**src/rtl/smart_garage_door_ctrl.sv**
```systemverilog
// -----------------------------------------------------------------------------
// smart_garage_door_ctrl
//
// Purpose:
//   Controls a garage door motor from a single push-button command, two limit
//   switches and a beam-break sensor. Supports stop/reverse on command,
//   reversal on obstruction while closing, travel-time fault detection and an
//   optional auto-close timer when the door sits fully open.
//
// Parameters:
//   MAX_TRAVEL  cycles allowed in one direction before declaring a fault
//   AUTO_CLOSE  cycles fully open before closing automatically (0 = off)
//   CNT_W       width of the travel and auto-close counters
//
// Ports:
//   CLK       in   clock, rising edge
//   RST       in   asynchronous active-low reset
//   Activate  in   user command level; only rising edges act
//   Up_Max    in   open limit switch   (1 = fully open)
//   Dn_Max    in   closed limit switch (1 = fully closed)
//   Obstacle  in   beam-break sensor   (1 = obstruction)
//   UP_M      out  raise motor drive
//   DN_M      out  lower motor drive
//   Fault     out  fault indicator
// -----------------------------------------------------------------------------
module smart_garage_door_ctrl #(
    parameter int unsigned MAX_TRAVEL = 1000,
    parameter int unsigned AUTO_CLOSE = 5000,
    parameter int unsigned CNT_W      = 20
) (
    input  logic CLK,
    input  logic RST,
    input  logic Activate,
    input  logic Up_Max,
    input  logic Dn_Max,
    input  logic Obstacle,
    output logic UP_M,
    output logic DN_M,
    output logic Fault
);

    localparam logic [2:0] S_IDLE    = 3'd0;
    localparam logic [2:0] S_MV_UP   = 3'd1;
    localparam logic [2:0] S_MV_DN   = 3'd2;
    localparam logic [2:0] S_STOPPED = 3'd3;
    localparam logic [2:0] S_FAULT   = 3'd4;

    localparam logic [CNT_W-1:0] TRAVEL_LIMIT = CNT_W'(MAX_TRAVEL);
    // Auto-close fires on the cycle the counter would reach AUTO_CLOSE.
    // Only used when AUTO_CLOSE != 0, so the wrap for 0 is never seen.
    localparam logic [CNT_W-1:0] AUTO_LAST    = CNT_W'(AUTO_CLOSE - 1);
    localparam logic             AUTO_ON      = (AUTO_CLOSE != 0);

    logic [2:0]       state_q,    state_d;
    logic [CNT_W-1:0] travel_q,   travel_d;
    logic [CNT_W-1:0] ac_q,       ac_d;
    logic             act_prev_q, act_prev_d;
    logic             armed_q,    armed_d;
    logic             last_up_q,  last_up_d;   // 1 = last motion was up

    logic act_rise;
    logic ac_en;
    logic moving_d;

    // Command edge detect. After reset, Activate must be seen low once
    // before any edge is accepted, so a button held through reset is inert.
    assign act_rise   = Activate & ~act_prev_q & armed_q;
    assign act_prev_d = Activate;
    assign armed_d    = armed_q | ~Activate;

    // Auto-close runs only while parked fully open with a clear beam.
    assign ac_en = AUTO_ON & Up_Max & ~Dn_Max & ~Obstacle;

    always_comb begin
        // NOTE: every signal written here gets a default first so no path
        // leaves it unassigned; otherwise synthesis infers a latch.
        state_d = state_q;
        ac_d    = '0;

        case (state_q)
            S_IDLE: begin
                if (Up_Max && Dn_Max) begin
                    state_d = S_FAULT;
                end else if (act_rise) begin
                    // Closing onto an obstruction from rest is refused.
                    if (Up_Max) begin
                        if (!Obstacle) state_d = S_MV_DN;
                    end else begin
                        state_d = S_MV_UP;
                    end
                end else if (ac_en) begin
                    if (ac_q == AUTO_LAST) state_d = S_MV_DN;
                    else                   ac_d    = ac_q + 1'b1;
                end
            end
            S_MV_UP: begin
                // Obstacle is deliberately ignored while opening.
                if (Up_Max)                        state_d = S_IDLE;
                else if (act_rise)                 state_d = S_STOPPED;
                else if (travel_q == TRAVEL_LIMIT) state_d = S_FAULT;
            end
            S_MV_DN: begin
                if (Dn_Max)                        state_d = S_IDLE;
                else if (Obstacle)                 state_d = S_MV_UP;
                else if (act_rise)                 state_d = S_STOPPED;
                else if (travel_q == TRAVEL_LIMIT) state_d = S_FAULT;
            end
            S_STOPPED: begin
                if (act_rise) begin
                    if (Obstacle || !last_up_q) state_d = S_MV_UP;
                    else                        state_d = S_MV_DN;
                end
            end
            S_FAULT: begin
                if (act_rise && (Up_Max ^ Dn_Max)) state_d = S_IDLE;
            end
            default: state_d = S_IDLE;
        endcase
    end

    // Travel counter restarts on every entry to a motion state (a reversal
    // changes state, so it restarts too) and saturates rather than wrapping.
    assign moving_d = (state_d == S_MV_UP) || (state_d == S_MV_DN);

    always_comb begin
        travel_d = '0;
        if (moving_d && (state_d == state_q)) begin
            travel_d = (&travel_q) ? travel_q : travel_q + 1'b1;
        end
    end

    always_comb begin
        last_up_d = last_up_q;
        if (state_q == S_MV_UP) last_up_d = 1'b1;
        if (state_q == S_MV_DN) last_up_d = 1'b0;
    end

    // NOTE: sequential state uses non-blocking assignments so every flop
    // samples the pre-edge values, independent of statement order.
    always_ff @(posedge CLK or negedge RST) begin
        if (!RST) begin
            state_q    <= S_IDLE;
            travel_q   <= '0;
            ac_q       <= '0;
            act_prev_q <= 1'b0;
            armed_q    <= 1'b0;
            last_up_q  <= 1'b0;
        end else begin
            state_q    <= state_d;
            travel_q   <= travel_d;
            ac_q       <= ac_d;
            act_prev_q <= act_prev_d;
            armed_q    <= armed_d;
            last_up_q  <= last_up_d;
        end
    end

    // Moore outputs: exact-match decode so unused encodings drive nothing.
    assign UP_M  = (state_q == S_MV_UP);
    assign DN_M  = (state_q == S_MV_DN);
    assign Fault = (state_q == S_FAULT);

endmodule

```
**config.mk**
```make
export PLATFORM = sky130hd
export DESIGN_NAME = smart_garage_door_ctrl
export DESIGN_NICKNAME = d
export VERILOG_FILES = /design/src/rtl/smart_garage_door_ctrl.sv
export SDC_FILE = /design/constraint.sdc
export NUM_CORES = 1
export LEC_CHECK = 0
export ABC_AREA = 1
export BUFFER_PORTS_ARGS = -buffer_cell sky130_fd_sc_hd__buf_2
export CAP_MARGIN = 20
export CORE_UTILIZATION = 56
export CTS_CLUSTER_DIAMETER = 50
export DETAILED_ROUTE_END_ITERATION = 10
export PLACE_DENSITY = 0.76
export SYNTH_ARGS = -nofsm -noshare
export SYNTH_HDL_FRONTEND = slang
export SYNTH_SLANG_ARGS = --single-unit
```
**constraint.sdc**
```tcl
create_clock -name CLK -period 1.8 [get_ports CLK]
set_clock_uncertainty 0.1 [all_clocks]
set_input_delay 0 -clock CLK [delete_from_list [all_inputs] [get_ports CLK]]
set_output_delay 0 -clock CLK [all_outputs]
set_load 0.02 [all_outputs]
```
Word-level counts from Yosys, hierarchy flattened. Cells that the tools add are included.

Register bits: 46. Logic and storage cells: 61.

Add/sub/neg operators: 2. Eq/ne operators: 10. Muxes and demuxes: 24. Bitwise logic cells: 10. Reductions and logical operators: 9.

Operator list (count): 2-to-1 mux 20 bit (7); adder 20 x 1 -> 20 bit, second input constant (2); 2-to-1 mux 3 bit (13); equality test 20 x 10 -> 1 bit, second input constant (1); equality test 20 x 13 -> 1 bit, second input constant (1); AND reduction 20 bit (1); case mux 3 bit (5 select lines) (1); equality test 3 x 2 -> 1 bit, second input constant (3); equality test 3 x 1 -> 1 bit, second input constant (2); bitwise AND 1 bit (4); NOT 1 bit (4); equality test 3 bit (1); equality test 3 bit, second input constant (1); logical AND 1 bit (3); zero test 3 bit (1); logical OR 1 bit (2); 2-to-1 mux 1 bit (2); 2-to-1 mux 2 bit (1); inequality test 2 bit, second input constant (1); nonzero test 2 bit (1); zero test 1 bit (1); OR 1 bit (1); bitwise XOR 1 bit (1).

Longest topological paths before layout.
Word-level depth: 11. Mapped depth: 16. Gate-level depth less buffers: 16.

Least setup slack after synthesis. OpenSTA, ideal clock, no wires.

Kind: reg-to-reg. From: reg state_q[1]. To: reg travel_q[5]. Data arrival time: 1783 ps. Data required time: 1631 ps. Slack: -152 ps. Cell stages (with the launch flop): 11. Path through: dfrtp_1 nor3_2 nand2_1 a21oi_2 nand2_1 nand3_2 nand2_2 o21bai_2 nand3_2 buf_6 nor2_2.

RTL lines: start, declared (RTL line 54) `logic [2:0] state_q, state_d;`; start signal, assigned (RTL line 149) `state_q <= state_d;`; equality test 3 x 1 -> 1 bit *; named net UP_M (RTL line 37) `output logic UP_M,`; case mux 3 bit (5 select lines) * (RTL line 80) `case (state_q)`; named net state_d[1] (RTL line 54); equality test 3 x 1 -> 1 bit or equality test 3 x 2 -> 1 bit (tied branches) (RTL line 123) `assign moving_d = (state_d == S_MV_UP) || (state_d == S_MV_DN);`; logical OR 1 bit (RTL line 123); logical AND 1 bit * (RTL line 127) `if (moving_d && (state_d == state_q)) begin`; inequality test 2 bit (no line) or 2-to-1 mux 20 bit (tied branches); end signal, assigned (RTL line 150) `travel_q <= travel_d;`; end, declared (RTL line 55) `logic [CNT_W-1:0] travel_q, travel_d;`.

Mark *: on every way through the listed nets, which the timed path passes. The rest lies on a longest branch. A chain may end at the register's enable or synchronous reset.

Final worst setup path.
From: reg ac_q[1]. To: reg travel_q[2].

Word-level cells in the longest chain between the ends: 10.

RTL lines: start, declared (RTL line 56) `logic [CNT_W-1:0] ac_q, ac_d;`; start signal, assigned (RTL line 144) `ac_q <= '0;`; start signal, assigned (RTL line 151) `ac_q <= ac_d;`; equality test 20 x 13 -> 1 bit * (RTL line 92) `if (ac_q == AUTO_LAST) state_d = S_MV_DN;`; 2-to-1 mux 3 bit * (RTL line 92); 2-to-1 mux 3 bit * (RTL line 91) `end else if (ac_en) begin`; 2-to-1 mux 3 bit * (RTL line 84) `end else if (act_rise) begin`; 2-to-1 mux 3 bit * (RTL line 82) `if (Up_Max && Dn_Max) begin`; case mux 3 bit (5 select lines) * (RTL line 80); named net state_d[0] (RTL line 54); equality test 3 x 1 -> 1 bit or equality test 3 x 2 -> 1 bit (tied branches) (RTL line 123); logical OR 1 bit (RTL line 123); logical AND 1 bit * (RTL line 127); inequality test 2 bit (no line) or 2-to-1 mux 20 bit (tied branches).

Marks and branches as above.

==> summary.txt <==
Power and ir drop
  • Peak supply drop: 0.990 mV
  • PD cells: 844 nW/um2
  • Sw Ratio: 40.5%
  • Internal power: 0.00210 W
  • Reg power frac: 33.0%
  • Power share of the clock group: 19.5%
  • NetSw: 0.00143 W
  • Comb pwr share: 47.5%
  • Pleak: 1.87 nW

Route
  • Drt wl/cell: 21.4 um
  • Initial drt markers: 480
  • ANT nets after route: 0
  • # DRC: 0
  • Iteration count of the initial detailed-routing pass: 7
  • Vias per cell: 6.31
  • Via count: 3,464
  • Routed WL: 11,800 um

Clock network
  • Clk sinks: 46
  • Clock tree root driver cell: clkbuf_8
  • Bufs on Longest Clock Path: 2
  • CTS clk-pin slew, worst paths: 0.10 ns
  • Cts bufs inserted: 5
  • H-tree depth: 2
  • CTS tree: done
  • Skew-Pair Late Insertion Delay: 0.32 ns

Min path
  • Min-delay src: Dn_Max
  • Hold Crit Depth: 4
  • HP Class: input pin to register

Global routing
  • Global route overflow: 0
  • First-pass GRT wire length: 14,000 um
  • Antenna violations before repair: 0
  • Pin count of the biggest net entering global routing: 47
  • Total GRT Usage: 35.2%
  • Vias in the first global route: 3,085

Setup path
  • Crit path largest cell delay: 0.40 ns
  • Crit-path max FO: 5
  • Worst setup path startpoint: ac_q[1]
  • Endpoint type of the worst setup path: register
  • Worst path bufs/invs: 2
  • Slowest-stage cell, CP: dfrtp_1
  • Startpoint Class: register
  • Worst path cell trace: ha_2 > nand2_2 > nor2_2 > nand2_1 > nor2_2 > nand3_2 > nand2_1 > nand2_1 > nand2_2 > nand3_4 > o21bai_4 > nand3_4 > buf_12 > buf_12 > nor2_2
  • WP data arrival: 2.64 ns
  • Reg2reg start: ac_q[1]
  • R2R cell count: 15
  • Crit path required time: 1.94 ns
  • CP delay by family, top: simple AND/OR/NAND/NOR gates
  • Critical path class: register to register
  • Cell count along the critical path: 15

Outcome
  • Failing checks: negative setup slack
  • Outcome: finished, violations left

Finish
  • ANT cells: 0
  • Commonest non-fill, non-tap cell in the layout: buf_4
  • Share of cells above drive strength 1: 46.9%
  • Core Util, Final: 87.9%
  • Most frequent cells in the layout: 91 x buf_4, 58 x nand2_1, 44 x dfrtp_1
  • Final Net Count: 492
  • Fill cell total of the finished layout: 183
  • P&R area growth vs syn: 50.7%

Synthesis
  • Top area cells in the synthesized netlist: dfrtp_1 41%, nand2_1 9.3%, nor2_1 6.6%
  • Synth warnings: 0
  • Post-synth top area cell: dfrtp_1
  • Syn Nets: 375
  • Cell Area, Synth: 2770 um2
  • Sequential area share after synthesis: 41.5%
  • Synth Instances: 364
  • #FFs+latches synth: 46
  • Unique cell type count in the Yosys netlist: 32
  • Share of the synthesized area in the top cell type: 41.5%
  • Syn Area/Cell: 7.62 um2

STA
  • Min Tclk post-route: 2.50 ns
  • Fmax: 400 MHz
  • Worst rel slew slack: 59.7%
  • Post-route setup TNS: -16.43 ns
  • Worst setup margin: -0.702 ns
  • Endpoints failing setup: 43
  • Max Slew Vio Count: 0
  • Setup repair after global routing missed its margin: true
  • Tcrit/Tclk final: 139%
  • Final hold vios: 0
  • Worst-Margin Slew: 0.605 ns

Floorplan
  • Chip Height: 72.4 um
  • Die area: 5240 um2
  • Initial Utilization: 58.3%
  • # rows: 25
  • Die W: 72.4 um
  • Core area: 4750 um2
  • Top Ports: 9

Placed design
  • Dpl hpwl: 4990 um
  • I/O Buffers: 8
  • Gp weighted congestion: 0.887

Run
  • Max-Cap Viols: 0
## final cells by class
cell class / instances / area, um2 / area share [%]
clock buffer: 5 / 68.8 / 1.65
timing repair buffer: 113 / 940 / 22.5
sequential: 46 / 1150 / 27.6
multi-input combinational: 255 / 1680 / 40.2
tap: 67 / 83.8 / 2.00
clock inverter: 3 / 21.3 / 0.509
inverter: 60 / 233 / 5.57
## worst reg2reg max path, cell delays in order (launching register included)
cell and delay, ns:
dfrtp_1 0.40, ha_2 0.23, nand2_2 0.09, nor2_2 0.12, nand2_1 0.10, nor2_2 0.15, nand3_2 0.11, nand2_1 0.12
nand2_1 0.11, nand2_2 0.10, nand3_4 0.10, o21bai_4 0.17, nand3_4 0.10, buf_12 0.15, buf_12 0.13, nor2_2 0.14
## sequential cells by signal, summed over array words and instances (netlist names)
name,cells
travel_q,20
last_up_q,1
armed_q,1
state_q,3
act_prev_q,1
ac_q,20
## cells by family after synthesis
kind of cell,Yosys count,synth area share [%]
AO/OA/AOI/OAI,40,8.25
adder cells (fa/ha/maj),5,2.26
flip-flops,46,41.5
XOR/XNOR,16,5.05
AND/OR/NAND/NOR,194,33.8
buffers and inverters,63,9.11
## through the flow
step                cells  total power [W]  hold WS [ns]  worst slack [ns]  cell area [um2]
finish                549          0.00353        0.0568            -0.702             4180
global route          549          0.00358        0.0683            -0.662             4180
CTS                   539          0.00312       0.00495            -0.348             3890
detailed placement    520          0.00222        0.0311            -0.371             3560
global placement      520          0.00217        0.0258            -0.259             3560
floorplan             364          0.00178        -0.396           -0.0554             2810
## power by group through the flow
stage | Combinational [W] | Sequential [W] | Clock (W)
final | 0.00168 | 0.00116 | 0.000689
after CTS | 0.00132 | 0.00114 | 0.000658
after floorplan | 0.000611 | 0.00117 | 0
after detailed placement | 0.00106 | 0.00116 | 0
after global routing | 0.00171 | 0.00116 | 0.000711
after global placement | 0.00101 | 0.00116 | 0
## metal layers
metal	wire (um)	GRT usage [%]
met1	3970	39.5
met3	1290	8.61
met5	0	0
met2	5300	59.6
met4	1200	22.9
## timing repair
item	in CTS	in global routing
setup buffers	8	12
hold buffers	2	0
gates resized for setup	31	50
hold endpoints to repair	48	0
pin swaps	10	30
setup endpoints to repair	26	39
cloned	1	1
## cell usage after synthesis
library cell	n
a311oi_1	1
dfrtp_1	46
o21ai_0	13
inv_1	43
buf_6	2
o21ai_1	6
ha_1	5
xor2_1	14
o21bai_1	2
nor2_4	2
nor2_2	19
nand4_1	7
nand3_4	1
a31oi_1	2
nand2_2	3
a21oi_1	12
nor3_1	8
o21bai_2	1
nand2_1	69
nor3_2	4
nand3_1	24
buf_2	1
nor3_4	1
nand3_2	3
inv_2	14
and3_1	2
clkinv_1	3
nor3b_1	2
a21oi_2	2
a2111oi_0	1
xnor2_1	2
nor2_1	49
## path summary, 6_finish.rpt
check | slack, ns | end
setup / recovery | -0.70 | travel_q[2]
hold / removal | 0.06 | state_q[2]
setup reg to reg | -0.70 | travel_q[2]
hold reg to reg | 0.42 | ac_q[19]
max in group asynchronous | 0.96 | state_q[2]
min in group asynchronous | 0.21 | travel_q[2]
No activity file was read; power rests on OpenSTA's default activity.
